### src/rtl/list_stream_cache.sv
// list_stream_cache: ring buffer of BS wide stream lines, replayed one
// element per transfer to a valid/ready consumer, with end-of-list marking,
// flush and an occupancy count.
module list_stream_cache #(
    parameter int DW  = 32,
    parameter int DBW = 256,
    parameter int BS  = 4
) (
    input  logic                      ACLK,
    input  logic                      ARESET,
    input  logic [DBW-1:0]            TDATA,
    input  logic                      TVALID,
    output logic                      TREADY,
    input  logic                      TLAST,
    input  logic                      FLUSH,
    input  logic                      I_READY,
    output logic [DW-1:0]             OUT,
    output logic                      O_VALID,
    output logic                      O_LAST,
    output logic [$clog2(BS+1)-1:0]   LEVEL
);

    localparam int FS = DBW / DW;
    localparam int IW = (FS > 1) ? $clog2(FS) : 1;
    localparam int PW = $clog2(BS);
    localparam int LW = $clog2(BS + 1);

    localparam logic [IW-1:0] LAST_IDX = IW'(FS - 1);
    localparam logic [IW-1:0] IDX_ONE  = IW'(1);
    localparam logic [PW-1:0] PTR_ONE  = PW'(1);
    localparam logic [LW-1:0] LVL_ONE  = LW'(1);
    localparam logic [LW-1:0] LVL_FULL = LW'(BS);

    // Parameter legality is checked at elaboration.
    if ((DBW % DW) != 0 || FS < 1 || (FS & (FS - 1)) != 0) begin : g_fs_check
        $error("list_stream_cache: DBW/DW must be an integer power of 2");
    end
    if (BS < 2 || (BS & (BS - 1)) != 0) begin : g_bs_check
        $error("list_stream_cache: BS must be a power of 2 and >= 2");
    end

    logic [DBW-1:0] line_data_q [BS];
    logic [DBW-1:0] line_data_d [BS];
    logic           line_last_q [BS];
    logic           line_last_d [BS];

    logic [PW-1:0]  wr_ptr_q, wr_ptr_d;
    logic [PW-1:0]  rd_ptr_q, rd_ptr_d;
    logic [IW-1:0]  idx_q, idx_d;
    logic [LW-1:0]  level_q, level_d;
    logic [DW-1:0]  out_q, out_d;
    logic           o_valid_q, o_valid_d;
    logic           o_last_q, o_last_d;

    logic           tready_s;
    logic           push_s;
    logic           load_s;
    logic           free_s;
    logic [DW-1:0]  elem_s;

    // Handshake qualifiers; a full buffer never accepts, even if a line frees now.
    always_comb begin
        tready_s = ~ARESET & ~FLUSH & (level_q != LVL_FULL);
        push_s   = TVALID & tready_s;
        load_s   = (~o_valid_q | I_READY) & (level_q != '0);
        free_s   = load_s & (idx_q == LAST_IDX);
        elem_s   = line_data_q[rd_ptr_q][DW*int'(idx_q) +: DW];
    end

    // Line storage write: an accepted beat lands in the line at the write pointer.
    always_comb begin
        line_data_d = line_data_q;
        line_last_d = line_last_q;
        if (push_s) begin
            line_data_d[wr_ptr_q] = TDATA;
            line_last_d[wr_ptr_q] = TLAST;
        end else begin
            line_data_d[wr_ptr_q] = line_data_q[wr_ptr_q];
            line_last_d[wr_ptr_q] = line_last_q[wr_ptr_q];
        end
    end

    // Pointer, occupancy and output-register next state; flush empties everything.
    always_comb begin
        wr_ptr_d  = wr_ptr_q;
        rd_ptr_d  = rd_ptr_q;
        idx_d     = idx_q;
        level_d   = level_q;
        out_d     = out_q;
        o_valid_d = o_valid_q;
        o_last_d  = o_last_q;
        if (FLUSH) begin
            wr_ptr_d  = '0;
            rd_ptr_d  = '0;
            idx_d     = '0;
            level_d   = '0;
            o_valid_d = 1'b0;
            o_last_d  = 1'b0;
        end else begin
            if (push_s) begin
                wr_ptr_d = wr_ptr_q + PTR_ONE;
            end else begin
                wr_ptr_d = wr_ptr_q;
            end

            if (load_s) begin
                out_d     = elem_s;
                o_valid_d = 1'b1;
                o_last_d  = (idx_q == LAST_IDX) & line_last_q[rd_ptr_q];
                if (idx_q == LAST_IDX) begin
                    idx_d    = '0;
                    rd_ptr_d = rd_ptr_q + PTR_ONE;
                end else begin
                    idx_d    = idx_q + IDX_ONE;
                end
            end else if (~o_valid_q | I_READY) begin
                o_valid_d = 1'b0;
                o_last_d  = 1'b0;
            end else begin
                out_d     = out_q;
                o_valid_d = o_valid_q;
                o_last_d  = o_last_q;
            end

            case ({push_s, free_s})
                2'b10:   level_d = level_q + LVL_ONE;
                2'b01:   level_d = level_q - LVL_ONE;
                default: level_d = level_q;
            endcase
        end
    end

    // Line data needs no reset: occupancy alone decides what is readable.
    always_ff @(posedge ACLK) begin
        line_data_q <= line_data_d;
        line_last_q <= line_last_d;
    end

    // Control and output registers with synchronous reset.
    always_ff @(posedge ACLK) begin
        if (ARESET) begin
            wr_ptr_q  <= '0;
            rd_ptr_q  <= '0;
            idx_q     <= '0;
            level_q   <= '0;
            out_q     <= '0;
            o_valid_q <= 1'b0;
            o_last_q  <= 1'b0;
        end else begin
            wr_ptr_q  <= wr_ptr_d;
            rd_ptr_q  <= rd_ptr_d;
            idx_q     <= idx_d;
            level_q   <= level_d;
            out_q     <= out_d;
            o_valid_q <= o_valid_d;
            o_last_q  <= o_last_d;
        end
    end

    assign TREADY  = tready_s;
    assign OUT     = out_q;
    assign O_VALID = o_valid_q;
    assign O_LAST  = o_last_q;
    assign LEVEL   = level_q;

endmodule

### config.mk
export PLATFORM = sky130hd
export DESIGN_NAME = list_stream_cache
export DESIGN_NICKNAME = d
export VERILOG_FILES = /design/src/rtl/list_stream_cache.sv
export SDC_FILE = /design/constraint.sdc
export NUM_CORES = 2
export LEC_CHECK = 0
export BUFFER_PORTS_ARGS = -buffer_cell sky130_fd_sc_hd__buf_2
export CORE_MARGIN = 2
export CORE_UTILIZATION = 44
export DETAILED_ROUTE_END_ITERATION = 12
export GPL_TIMING_DRIVEN = 0
export RECOVER_POWER = 100
export SLEW_MARGIN = 20
export SYNTH_ARGS = -nofsm -noshare
export SYNTH_HDL_FRONTEND = slang
export SYNTH_SLANG_ARGS = --single-unit
### constraint.sdc
create_clock -name ACLK -period 9.5 [get_ports ACLK]
set_input_delay 1.425 -clock ACLK [delete_from_list [all_inputs] [get_ports ACLK]]
set_output_delay 1.425 -clock ACLK [all_outputs]
set_load 0.02 [all_outputs]
Word-level counts from Yosys, hierarchy flattened
Cells that the tools add are included.
{"block": "classes", "addsub": 5, "n_lt_le_gt_ge": 3, "n_eq_ne": 4, "shifts": 1, "muxes": 27, "bitwise_logic": 12, "reduce_logical": 7}
{"cell": "$bwmux 1024", "count": 2}
{"cell": "$mux 256", "count": 5}
{"cell": "$bmux 256 s2", "count": 2}
{"cell": "$mux 1024", "count": 1}
{"cell": "$demux 256 s2", "count": 1}
{"cell": "$shiftx 256x9->32", "count": 1}
{"cell": "$bwmux 4", "count": 2}
{"cell": "$mux 1", "count": 8}
{"cell": "$add 3x1->3 const B", "count": 2}
{"cell": "$and 1x1->1", "count": 6}
{"cell": "$ge 3x3->1 const B", "count": 2}
{"cell": "$not 2->3", "count": 2}
{"cell": "$pmux 3 s2", "count": 1}
{"cell": "$add 2x1->2 const B", "count": 2}
{"cell": "$bmux 1 s2", "count": 2}
{"cell": "$mux 4", "count": 1}
{"cell": "$reduce_and 2->1", "count": 2}
{"cell": "$reduce_bool 2->1", "count": 2}
{"cell": "$eq 3x3->1 const B", "count": 1}
{"cell": "$lt 3x1->1 const B", "count": 1}
{"cell": "$mux 3", "count": 1}
{"cell": "$ne 3x3->1 const B", "count": 1}
{"cell": "$not 1->1", "count": 3}
{"cell": "$reduce_bool 3->1", "count": 1}
{"cell": "other kinds (7)", "count": 7}
{"block": "word_totals", "register_bits": 1072, "input_bits": 262, "output_inout_bits": 38, "wordCells": 74}

Longest topological paths before layout
{"block": "depth", "word_depth": 7, "mapped_depth": 13, "mapped_depth_nobuf": 10}

Worst setup path before layout
Ideal clock, no wire load.
{"block": "synth_timing", "kind": "flip-flop to flip-flop", "startpoint": "register wr_ptr_q[1]", "endpoint": "register line_data_q[793] in the netlist's numbering (data pin)", "setup_time_ns": 0.131, "arrival_time_ns": 7.810, "t_required_ns": 9.369, "slack_ns": 1.559, "path_stages_with_launch": 9, "path_buffers": 5, "period_less_slack_ns": 7.941, "path_cell_list": "dfxtp_1 -> clkbuf_1 -> clkbuf_1 -> buf_1 -> inv_1 -> ha_1 -> clkbuf_1 -> clkbuf_1 -> and2_1"}
{"item": "start, declared", "line": "47", "source": "logic [PW-1:0] wr_ptr_q, wr_ptr_d;"}
{"item": "start signal, assigned", "line": "150", "source": "wr_ptr_q <= wr_ptr_d;"}
{"item": "end signal, assigned", "line": "135", "source": "line_data_q <= line_data_d;"}
{"item": "end, declared", "line": "42", "source": "logic [DBW-1:0] line_data_q [BS];"}

==> summary.md <==
| Metric | Value |
|---|---|
| CTS sink cnt | 1072 |
| Placement Rows | 132 |
| Seq cells post-synth | 1072 |
| Avg WL per Cell | 33.11 um |
| Syn Area/Cell | 14.34 um2 |
| Main combinational cell family by area after synthesis | multiplexers |
| Unique cell type count in the Yosys netlist | 37 |
| Clock power share | approximately two fifths |
| Worst min path class | reg2reg |
| Pre-Repair DR Iteration Count | 6 |
| Reg-to-Reg Start | wr_ptr_q[1] |
| Final ANT Viol Nets | 0 |
| EDFF count, synth | 1028 |
| Worst setup path startpoint | wr_ptr_q[1] |
| Clock root buffer | clkbuf_16 |
| GR Util All Layers | between 30 and 40% |
| Crit path max fanout | 40 |
| Mapped Nets | 4274 |
| Number of global-route vias before repair | about 38k |
| Switching share of total power | 25.07% |
| Detailed Place HPWL | 148100 um |
| Initial antenna violation count | 21 |
| Cell Chain, Critical Path | ha_1 -> clkbuf_1 -> clkbuf_1 -> buf_12 -> clkbuf_1 -> clkbuf_1 -> and2_0 |
| Post-Syn Area | approximately 57000 um2 |
| Max VDD drop | 0.1911 mV |
| Hold Fails Final Rpt | 0 |
| Leak | 20.19 nW |
| Max_cap viols | 19 |
| # nets final | roughly 4.7k |
| Initial DRC count | about 4.5k |
| Total power | 12.39 mW |
| Hold depth | 2 |
| Num CTS Buffers | between 100 and 150 |
| Skew final | 0.02941 ns |
| RSZ-0062 raised after global routing | no |
| IO buf count | a little under 300 |
| Ys flop type | edfxtp_1 |
| Worst-skew pair later-pin latency | 0.75 ns |
| Worst path most repeated cell | clkbuf_1 |
| Syn Inst Count | between 4k and 5k |
| Pwr/cell area | about 190 nW/um2 |
| Starting Density | 44.34% |
| Largest stage delay, worst path | approximately 2.3 ns |
| Ys Warns | 0 |
| Full die area | 133400 um2 |
| Chip width | 365.2 um |
| Compound-gate portion of the synthesized area | 5.243% |
| Hold WS | 0.5001 ns |
| Post-synthesis xor/xnor area fraction | 0.07627% |
| Sequential element share of the synthesized area | 55.30% |
| Area leader, netlist | edfxtp_1 |
| Area contributors post-synth | edfxtp_1, and2_1, mux4_2 |
| Reg2Reg Depth | 7 |
| Achievable frequency | 138.1 MHz |
| Layout cells sized above 1 | about 20% |
| Setup Fix Bufs, Post-CTS | 0 |
| Drc violations | 0 |
| Outcome | complete, but fails checks |
| Gr ovfl total | 0 |
| Final period util | 76.23% |
| Failing checks | capacitance limit, slew limit |
| Worst Path Buf+Inv | 5 |
| Max Root-Sink Buffers | 3 |
| Post-cts sizing count | 0 |
| Tmin final | 7.242 ns |
| Via Count | ~38k |
| Vias per cell | 6.067 |
| CTS Hold Buffers Added | 0 |
| H-tree depth | 3 |
| Seq pwr share | 46.5% |
| Hold_sp | OUT[10] |
| CP max-delay cell | clkbuf_1 |
| Core Box Area | 129500 um2 |
| CP startpoint kind | flop |
| Slew Limit Fails | 607 |
| Mux share of post-synthesis cell area | between 20% and 30% |
| Area Overhead vs Synth | 13.69% |
| Critical path depth in cells | 7 |
| Post-synthesis simple-gate area fraction | 12.09% |
| Least-Margin Pin Slew | between 3 and 4 ns |
| Gate power share | 15.1% |
| Worst r2r dst | line_data_q[50] |
| Placer congestion estimate | ~0.96 |
| Share of the synthesized area in the top cell type | a little over half |
| Worst relative slew slack | -109.4% |
| Final core utilization | 50.41% |
| Final Setup Violations | 0 |
| Critical Path RT | 10.08 ns |
| R2R setup slack | roughly 2.3 ns |
| Ys async rst share | 0% |
| CTS tree | done |
| Worst Hold Path EP | OUT[10] |
| Post-synthesis adder-cell area fraction | 0.1874% |
| Worst setup EP type | flop |
| IO Pins | 300 |
| CP arrival | 7.82 ns |
| Critical path class | reg2reg |
| Final WL | 208600 um |
| Pin count of the biggest net entering global routing | 41 |
| Synth top cells by count | and2_1, edfxtp_1, mux2i_1 |
| Global-route wire length before repair | approximately 290000 um |
| Clock transition at path regs | approximately 0.060 ns |
| Int Power | around 9.3 mW |
| Height of the die | roughly 370 um |
| NetSw | 3.107 mW |
| Top cell family by delay on the critical path | buffers and inverters |
| Most common cell in the netlist | and2_1 |
routing by layer:
layer / routed length, um / track usage (%) / part of all wire (%) / vias to the layer above
met5: 57 / 0 / 0.027 / -
met1: 81610 / 41.33 / 39 / 19610
met4: 10760 / 14.00 / 5.2 / 10
li1: - / - / - / 16190
met3: 23010 / 8.400 / 11 / 409
met2: 93150 / 46.90 / 45 / 2008
layout make-up:
cell class / instances / area, um2
fill: 11370 / 64210
clock buffer: 155 / 3234
timing repair buffer: 327 / 1824
buffer: 335 / 1700
clock inverter: 66 / 715.7
sequential: 1072 / 31750
tap: 1742 / 2180
antenna: 6 / 15.01
multi-input combinational: 2591 / 23830
inverter: 6 / 22.52
worst max-delay path by stage:
stage	endpoint	slack, ns
CTS	line_data_q[302]	4.15
detailed placement	line_data_q[302]	4.11
finish	line_data_q[50]	2.26
global route	line_data_q[796]	2.12
floorplan	line_data_q[793]	1.56
global placement	line_data_q[978]	-6.33
power groups by stage:
stage,registers [mW],logic (mW),clock network (mW)
after floorplan,5.80,1.31,0
after global routing,5.79,2.01,4.96
after detailed placement,5.84,1.86,0
after global placement,5.86,1.82,0
after CTS,5.75,1.87,4.78
final,5.76,1.87,4.76
placed cells by master, fill, tap and decap left out, types with 6 or more instances in the layout:
master	Yosys	routed
clkbuf_16	0	120
clkbuf_1	211	294
a21oi_1	133	131
mux4_2	258	258
a22oi_1	257	257
buf_16	0	8
diode_2	0	6
bufinv_16	0	14
a211oi_1	5	28
and2_0	0	548
or4_1	32	32
dfxtp_1	44	44
buf_2	39	297
clkinv_1	0	22
and2_1	1030	482
buf_1	14	11
inv_1	5	6
clkbuf_8	0	10
buf_6	36	35
clkinv_2	0	22
nor2_1	43	43
ha_1	7	7
mux2i_1	512	512
mux2_2	105	105
buf_4	30	30
edfxtp_1	1028	1028
mux2_1	152	152
stage by stage:
stage                TNS, ns  cells  worst slack (ns)  area [um2]
floorplan                  0   4004             1.559       57420
global placement    -9950.90   6044            -6.325       61090
detailed placement         0   6073             4.108       61870
CTS                        0   6294             4.147       65820
global route               0   6295             2.116       65260
finish                     0   6300             2.258       65280
worst reg2reg max path: stages, from the launching register on:
cell and delay [ns]:
dfxtp_1 0.40, ha_1 1.04, clkbuf_1 1.30, clkbuf_1 2.30, buf_12 0.32, clkbuf_1 0.87, clkbuf_1 0.65, and2_0 0.23
sequential cells by signal (all words and copies together), names as in the netlist:
signal and count:
line_last_q 4, LEVEL 3, idx_q 3, rd_ptr_q 2, O_LAST 1, wr_ptr_q 2, line_data_q 1024, O_VALID 1
OUT 32
logic make-up after synthesis:
| kind of cell | Yosys count |
|---|---|
| AND/OR/NAND/NOR | 1123 |
| flip-flops | 1072 |
| multiplexers | 1027 |
| AO/OA/AOI/OAI | 428 |
| buffers and inverters | 341 |
| adder cells (fa/ha/maj) | 8 |
| XOR/XNOR | 5 |
Note: power is estimated with default switching activity, not from simulation.
